$ cat src/rtl/sram_port_arbiter_pkg.sv
// Shared types and constants for the IF/EX SRAM port arbiter.
package sram_port_arbiter_pkg;

    localparam int unsigned ADDR_W          = 32;
    localparam int unsigned DATA_W          = 32;
    localparam int unsigned STRB_W          = DATA_W / 8;
    localparam int unsigned OUTSTANDING_DEF = 4;

    localparam logic OWNER_INST = 1'b0;
    localparam logic OWNER_DATA = 1'b1;

    localparam logic [1:0] SIZE_BYTE = 2'd0;
    localparam logic [1:0] SIZE_HALF = 2'd1;
    localparam logic [1:0] SIZE_WORD = 2'd2;

    typedef struct packed {
        logic              wr;
        logic [1:0]        size;
        logic [STRB_W-1:0] wstrb;
        logic [ADDR_W-1:0] addr;
        logic [DATA_W-1:0] wdata;
    } mem_cmd_t;

    typedef enum logic {
        ARB_IDLE   = 1'b0,
        ARB_LOCKED = 1'b1
    } arb_state_e;

endpackage

$ cat src/rtl/sram_port_arbiter_if.sv
// Pipeline-side and memory-side SRAM-like handshake signals of the arbiter.
interface sram_port_arbiter_if;
    import sram_port_arbiter_pkg::*;

    logic              inst_req;
    logic [ADDR_W-1:0] inst_addr;
    logic              inst_addr_ok;
    logic              inst_data_ok;
    logic [DATA_W-1:0] inst_rdata;

    logic              data_req;
    logic              data_wr;
    logic [1:0]        data_size;
    logic [STRB_W-1:0] data_wstrb;
    logic [ADDR_W-1:0] data_addr;
    logic [DATA_W-1:0] data_wdata;
    logic              data_addr_ok;
    logic              data_data_ok;
    logic [DATA_W-1:0] data_rdata;

    logic              mem_req;
    logic              mem_wr;
    logic [1:0]        mem_size;
    logic [STRB_W-1:0] mem_wstrb;
    logic [ADDR_W-1:0] mem_addr;
    logic [DATA_W-1:0] mem_wdata;
    logic              mem_addr_ok;
    logic              mem_data_ok;
    logic [DATA_W-1:0] mem_rdata;

    modport slave (
        input  inst_req, inst_addr,
        output inst_addr_ok, inst_data_ok, inst_rdata,
        input  data_req, data_wr, data_size, data_wstrb, data_addr, data_wdata,
        output data_addr_ok, data_data_ok, data_rdata,
        output mem_req, mem_wr, mem_size, mem_wstrb, mem_addr, mem_wdata,
        input  mem_addr_ok, mem_data_ok, mem_rdata
    );

    modport master (
        output inst_req, inst_addr,
        input  inst_addr_ok, inst_data_ok, inst_rdata,
        output data_req, data_wr, data_size, data_wstrb, data_addr, data_wdata,
        input  data_addr_ok, data_data_ok, data_rdata,
        input  mem_req, mem_wr, mem_size, mem_wstrb, mem_addr, mem_wdata,
        output mem_addr_ok, mem_data_ok, mem_rdata
    );

endinterface

$ cat src/rtl/sram_owner_fifo.sv
// In-order FIFO of 1-bit request owners; head names who gets the next response.
module sram_owner_fifo #(
    parameter int unsigned DEPTH = 4,
    localparam int unsigned PTR_W = $clog2(DEPTH),
    localparam int unsigned CNT_W = PTR_W + 1
) (
    input  logic             clk,
    input  logic             rst_n,
    input  logic             push,
    input  logic             push_owner,
    input  logic             pop,
    output logic             head,
    output logic             full,
    output logic             empty,
    output logic [CNT_W-1:0] count
);

    logic [DEPTH-1:0] mem_q, mem_d;
    logic [PTR_W-1:0] wr_ptr_q, wr_ptr_d;
    logic [PTR_W-1:0] rd_ptr_q, rd_ptr_d;
    logic [CNT_W-1:0] count_q, count_d;
    logic             push_ok;
    logic             pop_ok;

    assign full    = (count_q == CNT_W'(DEPTH));
    assign empty   = (count_q == '0);
    assign push_ok = push & ~full;
    assign pop_ok  = pop & ~empty;
    assign head    = mem_q[rd_ptr_q];
    assign count   = count_q;

    // Pointers wrap naturally since DEPTH is a power of two.
    always_comb begin
        mem_d    = mem_q;
        wr_ptr_d = wr_ptr_q;
        rd_ptr_d = rd_ptr_q;
        if (push_ok) begin
            mem_d[wr_ptr_q] = push_owner;
            wr_ptr_d        = wr_ptr_q + PTR_W'(1);
        end
        if (pop_ok) begin
            rd_ptr_d = rd_ptr_q + PTR_W'(1);
        end
        count_d = count_q + CNT_W'(push_ok) - CNT_W'(pop_ok);
    end

    always_ff @(posedge clk or negedge rst_n) begin
        if (!rst_n) begin
            mem_q    <= '0;
            wr_ptr_q <= '0;
            rd_ptr_q <= '0;
            count_q  <= '0;
        end else begin
            mem_q    <= mem_d;
            wr_ptr_q <= wr_ptr_d;
            rd_ptr_q <= rd_ptr_d;
            count_q  <= count_d;
        end
    end

endmodule

$ cat src/rtl/sram_port_arbiter.sv
// 2:1 arbiter sharing one SRAM-like port between instruction fetch and data access.
module sram_port_arbiter
    import sram_port_arbiter_pkg::*;
#(
    parameter int unsigned OUTSTANDING = OUTSTANDING_DEF
) (
    input  logic               clk,
    input  logic               resetn,
    sram_port_arbiter_if.slave bus
);

    localparam int unsigned CNT_W = $clog2(OUTSTANDING) + 1;

    arb_state_e       state_q, state_d;
    logic             lock_owner_q, lock_owner_d;
    logic             run_q;
    logic             sel_owner;
    logic             sel_req;
    mem_cmd_t         inst_cmd, data_cmd, sel_cmd;
    logic             mem_req_c;
    logic             accept_c;
    logic             pop_c;
    logic             fifo_head;
    logic             fifo_full;
    logic             fifo_empty;
    logic [CNT_W-1:0] fifo_count;

    assign inst_cmd = '{wr: 1'b0, size: SIZE_WORD, wstrb: '0, addr: bus.inst_addr, wdata: '0};
    assign data_cmd = '{wr: bus.data_wr, size: bus.data_size, wstrb: bus.data_wstrb,
                        addr: bus.data_addr, wdata: bus.data_wdata};

    // A stalled request keeps the port until accepted; otherwise data wins.
    always_comb begin
        sel_owner = OWNER_INST;
        if (state_q == ARB_LOCKED) begin
            sel_owner = lock_owner_q;
        end else if (bus.data_req) begin
            sel_owner = OWNER_DATA;
        end
    end

    assign sel_req   = (sel_owner == OWNER_DATA) ? bus.data_req : bus.inst_req;
    assign sel_cmd   = (sel_owner == OWNER_DATA) ? data_cmd : inst_cmd;
    assign mem_req_c = run_q & sel_req & ~fifo_full;
    assign accept_c  = mem_req_c & bus.mem_addr_ok;
    assign pop_c     = run_q & bus.mem_data_ok;

    assign bus.mem_req   = mem_req_c;
    assign bus.mem_wr    = run_q & sel_cmd.wr;
    assign bus.mem_size  = sel_cmd.size;
    assign bus.mem_wstrb = run_q ? sel_cmd.wstrb : '0;
    assign bus.mem_addr  = sel_cmd.addr;
    assign bus.mem_wdata = sel_cmd.wdata;

    assign bus.inst_addr_ok = accept_c & (sel_owner == OWNER_INST);
    assign bus.data_addr_ok = accept_c & (sel_owner == OWNER_DATA);

    // A response with nothing outstanding is dropped.
    assign bus.inst_data_ok = pop_c & ~fifo_empty & (fifo_head == OWNER_INST);
    assign bus.data_data_ok = pop_c & ~fifo_empty & (fifo_head == OWNER_DATA);
    assign bus.inst_rdata   = bus.mem_rdata;
    assign bus.data_rdata   = bus.mem_rdata;

    always_comb begin
        state_d      = state_q;
        lock_owner_d = lock_owner_q;
        case (state_q)
            ARB_IDLE: begin
                if (mem_req_c && !bus.mem_addr_ok) begin
                    state_d      = ARB_LOCKED;
                    lock_owner_d = sel_owner;
                end
            end
            ARB_LOCKED: begin
                if (accept_c) begin
                    state_d = ARB_IDLE;
                end
            end
            default: state_d = ARB_IDLE;
        endcase
    end

    // run_q holds every output quiet through reset and the release cycle.
    always_ff @(posedge clk or negedge resetn) begin
        if (!resetn) begin
            state_q      <= ARB_IDLE;
            lock_owner_q <= OWNER_INST;
            run_q        <= 1'b0;
        end else begin
            state_q      <= state_d;
            lock_owner_q <= lock_owner_d;
            run_q        <= 1'b1;
        end
    end

    sram_owner_fifo #(
        .DEPTH (OUTSTANDING)
    ) u_fifo (
        .clk        (clk),
        .rst_n      (resetn),
        .push       (accept_c),
        .push_owner (sel_owner),
        .pop        (pop_c),
        .head       (fifo_head),
        .full       (fifo_full),
        .empty      (fifo_empty),
        .count      (fifo_count)
    );

endmodule

$ cat src/flat_wrapper.sv
// flat-port wrapper written by rule: the top's interface ports become plain ports
module sram_port_arbiter_flat import sram_port_arbiter_pkg::*;
#(
    parameter int unsigned OUTSTANDING = OUTSTANDING_DEF
)
  (clk, resetn, bus_inst_req, bus_inst_addr, bus_inst_addr_ok, bus_inst_data_ok, bus_inst_rdata, bus_data_req, bus_data_wr, bus_data_size, bus_data_wstrb, bus_data_addr, bus_data_wdata, bus_data_addr_ok, bus_data_data_ok, bus_data_rdata, bus_mem_req, bus_mem_wr, bus_mem_size, bus_mem_wstrb, bus_mem_addr, bus_mem_wdata, bus_mem_addr_ok, bus_mem_data_ok, bus_mem_rdata);
  sram_port_arbiter_if bus_i ();
  input  logic clk;
  input  logic resetn;
  input wire logic [$bits(bus_i.inst_req)-1:0] bus_inst_req;
  input wire logic [$bits(bus_i.inst_addr)-1:0] bus_inst_addr;
  output wire logic [$bits(bus_i.inst_addr_ok)-1:0] bus_inst_addr_ok;
  output wire logic [$bits(bus_i.inst_data_ok)-1:0] bus_inst_data_ok;
  output wire logic [$bits(bus_i.inst_rdata)-1:0] bus_inst_rdata;
  input wire logic [$bits(bus_i.data_req)-1:0] bus_data_req;
  input wire logic [$bits(bus_i.data_wr)-1:0] bus_data_wr;
  input wire logic [$bits(bus_i.data_size)-1:0] bus_data_size;
  input wire logic [$bits(bus_i.data_wstrb)-1:0] bus_data_wstrb;
  input wire logic [$bits(bus_i.data_addr)-1:0] bus_data_addr;
  input wire logic [$bits(bus_i.data_wdata)-1:0] bus_data_wdata;
  output wire logic [$bits(bus_i.data_addr_ok)-1:0] bus_data_addr_ok;
  output wire logic [$bits(bus_i.data_data_ok)-1:0] bus_data_data_ok;
  output wire logic [$bits(bus_i.data_rdata)-1:0] bus_data_rdata;
  output wire logic [$bits(bus_i.mem_req)-1:0] bus_mem_req;
  output wire logic [$bits(bus_i.mem_wr)-1:0] bus_mem_wr;
  output wire logic [$bits(bus_i.mem_size)-1:0] bus_mem_size;
  output wire logic [$bits(bus_i.mem_wstrb)-1:0] bus_mem_wstrb;
  output wire logic [$bits(bus_i.mem_addr)-1:0] bus_mem_addr;
  output wire logic [$bits(bus_i.mem_wdata)-1:0] bus_mem_wdata;
  input wire logic [$bits(bus_i.mem_addr_ok)-1:0] bus_mem_addr_ok;
  input wire logic [$bits(bus_i.mem_data_ok)-1:0] bus_mem_data_ok;
  input wire logic [$bits(bus_i.mem_rdata)-1:0] bus_mem_rdata;
  assign bus_i.inst_req = bus_inst_req;
  assign bus_i.inst_addr = bus_inst_addr;
  assign bus_inst_addr_ok = bus_i.inst_addr_ok;
  assign bus_inst_data_ok = bus_i.inst_data_ok;
  assign bus_inst_rdata = bus_i.inst_rdata;
  assign bus_i.data_req = bus_data_req;
  assign bus_i.data_wr = bus_data_wr;
  assign bus_i.data_size = bus_data_size;
  assign bus_i.data_wstrb = bus_data_wstrb;
  assign bus_i.data_addr = bus_data_addr;
  assign bus_i.data_wdata = bus_data_wdata;
  assign bus_data_addr_ok = bus_i.data_addr_ok;
  assign bus_data_data_ok = bus_i.data_data_ok;
  assign bus_data_rdata = bus_i.data_rdata;
  assign bus_mem_req = bus_i.mem_req;
  assign bus_mem_wr = bus_i.mem_wr;
  assign bus_mem_size = bus_i.mem_size;
  assign bus_mem_wstrb = bus_i.mem_wstrb;
  assign bus_mem_addr = bus_i.mem_addr;
  assign bus_mem_wdata = bus_i.mem_wdata;
  assign bus_i.mem_addr_ok = bus_mem_addr_ok;
  assign bus_i.mem_data_ok = bus_mem_data_ok;
  assign bus_i.mem_rdata = bus_mem_rdata;
  sram_port_arbiter #(.OUTSTANDING(OUTSTANDING)) u_core (.clk(clk), .resetn(resetn), .bus(bus_i));
endmodule
$ cat config.mk
export PLATFORM = sky130hd
export DESIGN_NAME = sram_port_arbiter_flat
export DESIGN_NICKNAME = d
export VERILOG_FILES = /design/src/rtl/sram_port_arbiter_pkg.sv /design/src/rtl/sram_port_arbiter_if.sv /design/src/rtl/sram_owner_fifo.sv /design/src/rtl/sram_port_arbiter.sv /design/src/flat_wrapper.sv
export SDC_FILE = /design/constraint.sdc
export NUM_CORES = 1
export LEC_CHECK = 0
export ABC_AREA = 1
export ABC_CLOCK_PERIOD_IN_PS = 5700
export BUFFER_PORTS_ARGS = -buffer_cell sky130_fd_sc_hd__buf_2
export CORE_AREA = 3 3 107 109
export DETAILED_ROUTE_END_ITERATION = 7
export DIE_AREA = 0 0 110 112
export HOLD_SLACK_MARGIN = 0.1
export PLACE_DENSITY = 0.65
export SKIP_CTS_REPAIR_TIMING = 1
export SYNTH_ARGS = -nofsm -noshare
export SYNTH_HDL_FRONTEND = slang
export SYNTH_HIERARCHICAL = 1
export SYNTH_SLANG_ARGS = --single-unit
$ cat constraint.sdc
create_clock -name clk -period 5.7 [get_ports clk]
set_input_delay 0.57 -clock clk [delete_from_list [all_inputs] [get_ports clk]]
set_output_delay 0.57 -clock clk [all_outputs]
set_load 0.01 [all_outputs]
==> out/metrics.cfg <==
[status]
outcome=completed

[setup_path]
crit_path_start_kind=flop
worstPathCellList=nand2_1 -> nand2_4 -> inv_2 -> buf_4 -> nand2_1 -> nand2_1 -> buf_2
rr_endpoint=u_core/u_fifo/count[2]$_DFF_PN0_
crit_fanout=60
r2r_slack_ns=2.85
reg2regPathDepth=13
crit_type=reg2out
cp-end-kind=output pin
max_stage_delay_ns=0.62
arrival_ns=2.33
critical_path_required_ns=5.13
crit_path_top_delay_cell=buf_4
path_common_cell=nand2_1
r2r-start=u_core/u_fifo/count[1]$_DFF_PN0_

[finish]
antenna_cells=0
synthToLayoutAreaGrowth_pct=27.1
layout.cells.non_filler=612
fin_nets=621
drive_gt1_share_pct=44.1

[logic_synthesis]
ys_ff_latch=14
synth-edff-count=0
syn-num-nets=507
ys_types=23
synthTopCellsByArea=nand2_1 (23%), buf_4 (22%), dfrtp_1 (16%)
synth_cells=359
synth_async_sr_flop_share_pct=100
avgSynthCellArea_um2=5.99
netlist.top_cell.by_area=nand2_1
synth_common_cells=nand2_1 (129), buf_4 (64), inv_1 (56), nor2_1 (37), dfrtp_1 (14)
synth_area_um2=2150
yosysSeqAreaShare_pct=16.3
yosysWarnings=6
post-synth-top-count-cell=nand2_1
yosys.area.top_type_share_pct=22.5
synthFlopType=dfrtp_1

[clock_tree]
clk_latency_ns=0.24
cts_htree_levels=1
cts_tree=done
clk_pin_slew_ns=0.06
cts_buffers=3
cts-root-buf=clkbuf_8
numClockSinks=14
clockBufferDepth=2

[pwr]
pwr-share-clk_pct=9.8
power_frac_comb_pct=71.6
intPower_uw=458
power_switching_uw=528
peakVddDrop_uv=239
swShare_pct=53.5
p_per_area_nw_per_um2=360
leakage_uw=0.00188
p_seq_share_pct=18.6

[timing]
worst_hold_slack_ns=0.209
slew_viol_final=0
setup_viol=0
post-route-period-util_pct=50.8
rsz0062_at_grt=no
worstMarginPinSlew_ns=0.776
tns_ns=0
final_hold_viol_count=0
fin_ws_ns=2.80
slew_headroom_pct=48.3
skew_ns=0.000537
min_period_ns=2.90
fmax_mhz=345

[grt]
antenna_found_initial=0
grt_pass1_wl_mm=11.2
grt_pass1_vias=2096
grt_max_degree=61
grt_use_total_pct=11.7
grt-ovfl-total=0

[place]
post-place-ws_ns=2.81
dp_cells=608
portBuffers=184
dp_hpwl_mm=6.63
gp_congestion=0.703

[die]
coreArea_um2=10700
fp.dieH_um=112
pin_count=281
start_util_pct=20.1
die_w_um=110
num_rows=38
die_area_um2=12300

[flow_run]
drv_cap=0

[routing]
wl_met1_mm=2.81
drt_pass1_iterations=4
route.detailed.drc=0
wl_mm=7.76
drt_iter0_drc=120
met2_length_mm=3.13
ant_nets=0
met3_length_mm=1.51
vias=2317
routed_via_density=3.79
wl_per_cell_um=12.7
top_layer_used=met4

[worst_hold_path]
worst_hold_path_type=in2async

[cell families (layout without fill, tap and decap cells)]
kind of cell,Yosys count,in the layout,share of synthesized area (%)
adder cells (fa/ha/maj),7,7,4.42
XOR/XNOR,1,1,0.407
AND/OR/NAND/NOR,198,198,40.9
buffers and inverters,133,246,36.7
AO/OA/AOI/OAI,5,5,1.16
other,1,1,0.174
flip-flops,14,14,16.3
[metal layers]
layer	vias to the layer above	track usage (%)
met5	-	0
met4	0	4.32
met3	37	8.64
met2	141	16.1
met1	940	13.9
li1	1199	-
[layout by cell type (no fill, tap or decap), drive strengths merged, types with 4 or more instances in the layout]
cell type	n
buf	185
nand3	11
ha	6
nand2	132
dfrtp	14
nor2	48
clkbuf	4
nand4	5
o21ai	5
inv	57
[flip-flops by register name, summed over array words and instances, names as in the netlist, named ones only]
signal and cells:
u_core/u_fifo/mem_q 4, u_core/u_fifo/wr_ptr_q 2, u_core/u_fifo/count 3, u_core/u_fifo/rd_ptr_q 2, u_core/run_q 1, u_core/lock_owner_q 1
[how the worst max path moves through the flow]
stage / slack [ns] / depth (start not counted) / endpoint / startpoint
floorplan: 3.40 / 14 / u_core/u_fifo/count[2]$_DFF_PN0_ / u_core/u_fifo/count[1]$_DFF_PN0_
CTS: 2.74 / 7 / bus_mem_addr[0] / flop
finish: 2.80 / 7 / bus_mem_addr[0] / flop
global route: 2.53 / 8 / bus_mem_addr[26] / flop
global placement: 2.79 / 8 / bus_mem_addr[0] / bus_data_req
detailed placement: 2.81 / 8 / bus_mem_addr[0] / bus_data_req
[power groups by stage]
stage | Sequential, µW | Combinational (µW) | Clock [µW]
after floorplan | 173 | 527 | 0
after global placement | 184 | 723 | 0
after detailed placement | 184 | 722 | 0
after CTS | 183 | 726 | 98.9
after global routing | 190 | 810 | 104
final | 183 | 706 | 96.4
[worst max-delay path, delay by kind of cell, from the launching register on]
family / cells / cell delay [ns]
buffers and inverters: 3 / 0.98
flip-flops: 1 / 0.42
AND/OR/NAND/NOR: 4 / 0.63
[stage by stage]
stage | total power (µW) | area [µm²] | util (%)
floorplan | 700 | 2150 | -
global placement | 907 | 2680 | 25.1
detailed placement | 907 | 2680 | 25.1
CTS | 1010 | 2740 | 25.6
global route | 1100 | 2740 | 25.6
finish | 986 | 2740 | 25.6
[layout make-up]
| cell class | instances | area, µm² |
|---|---|---|
| Fill cell | 1212 | 7960 |
| Sequential cell | 14 | 350 |
| Timing Repair Buffer | 185 | 928 |
| Clock buffer | 4 | 55.1 |
| Multi-Input combinational cell | 212 | 1010 |
| Inverter | 57 | 214 |
| Tap cell | 140 | 175 |
Note: power is estimated with default switching activity, not from simulation.
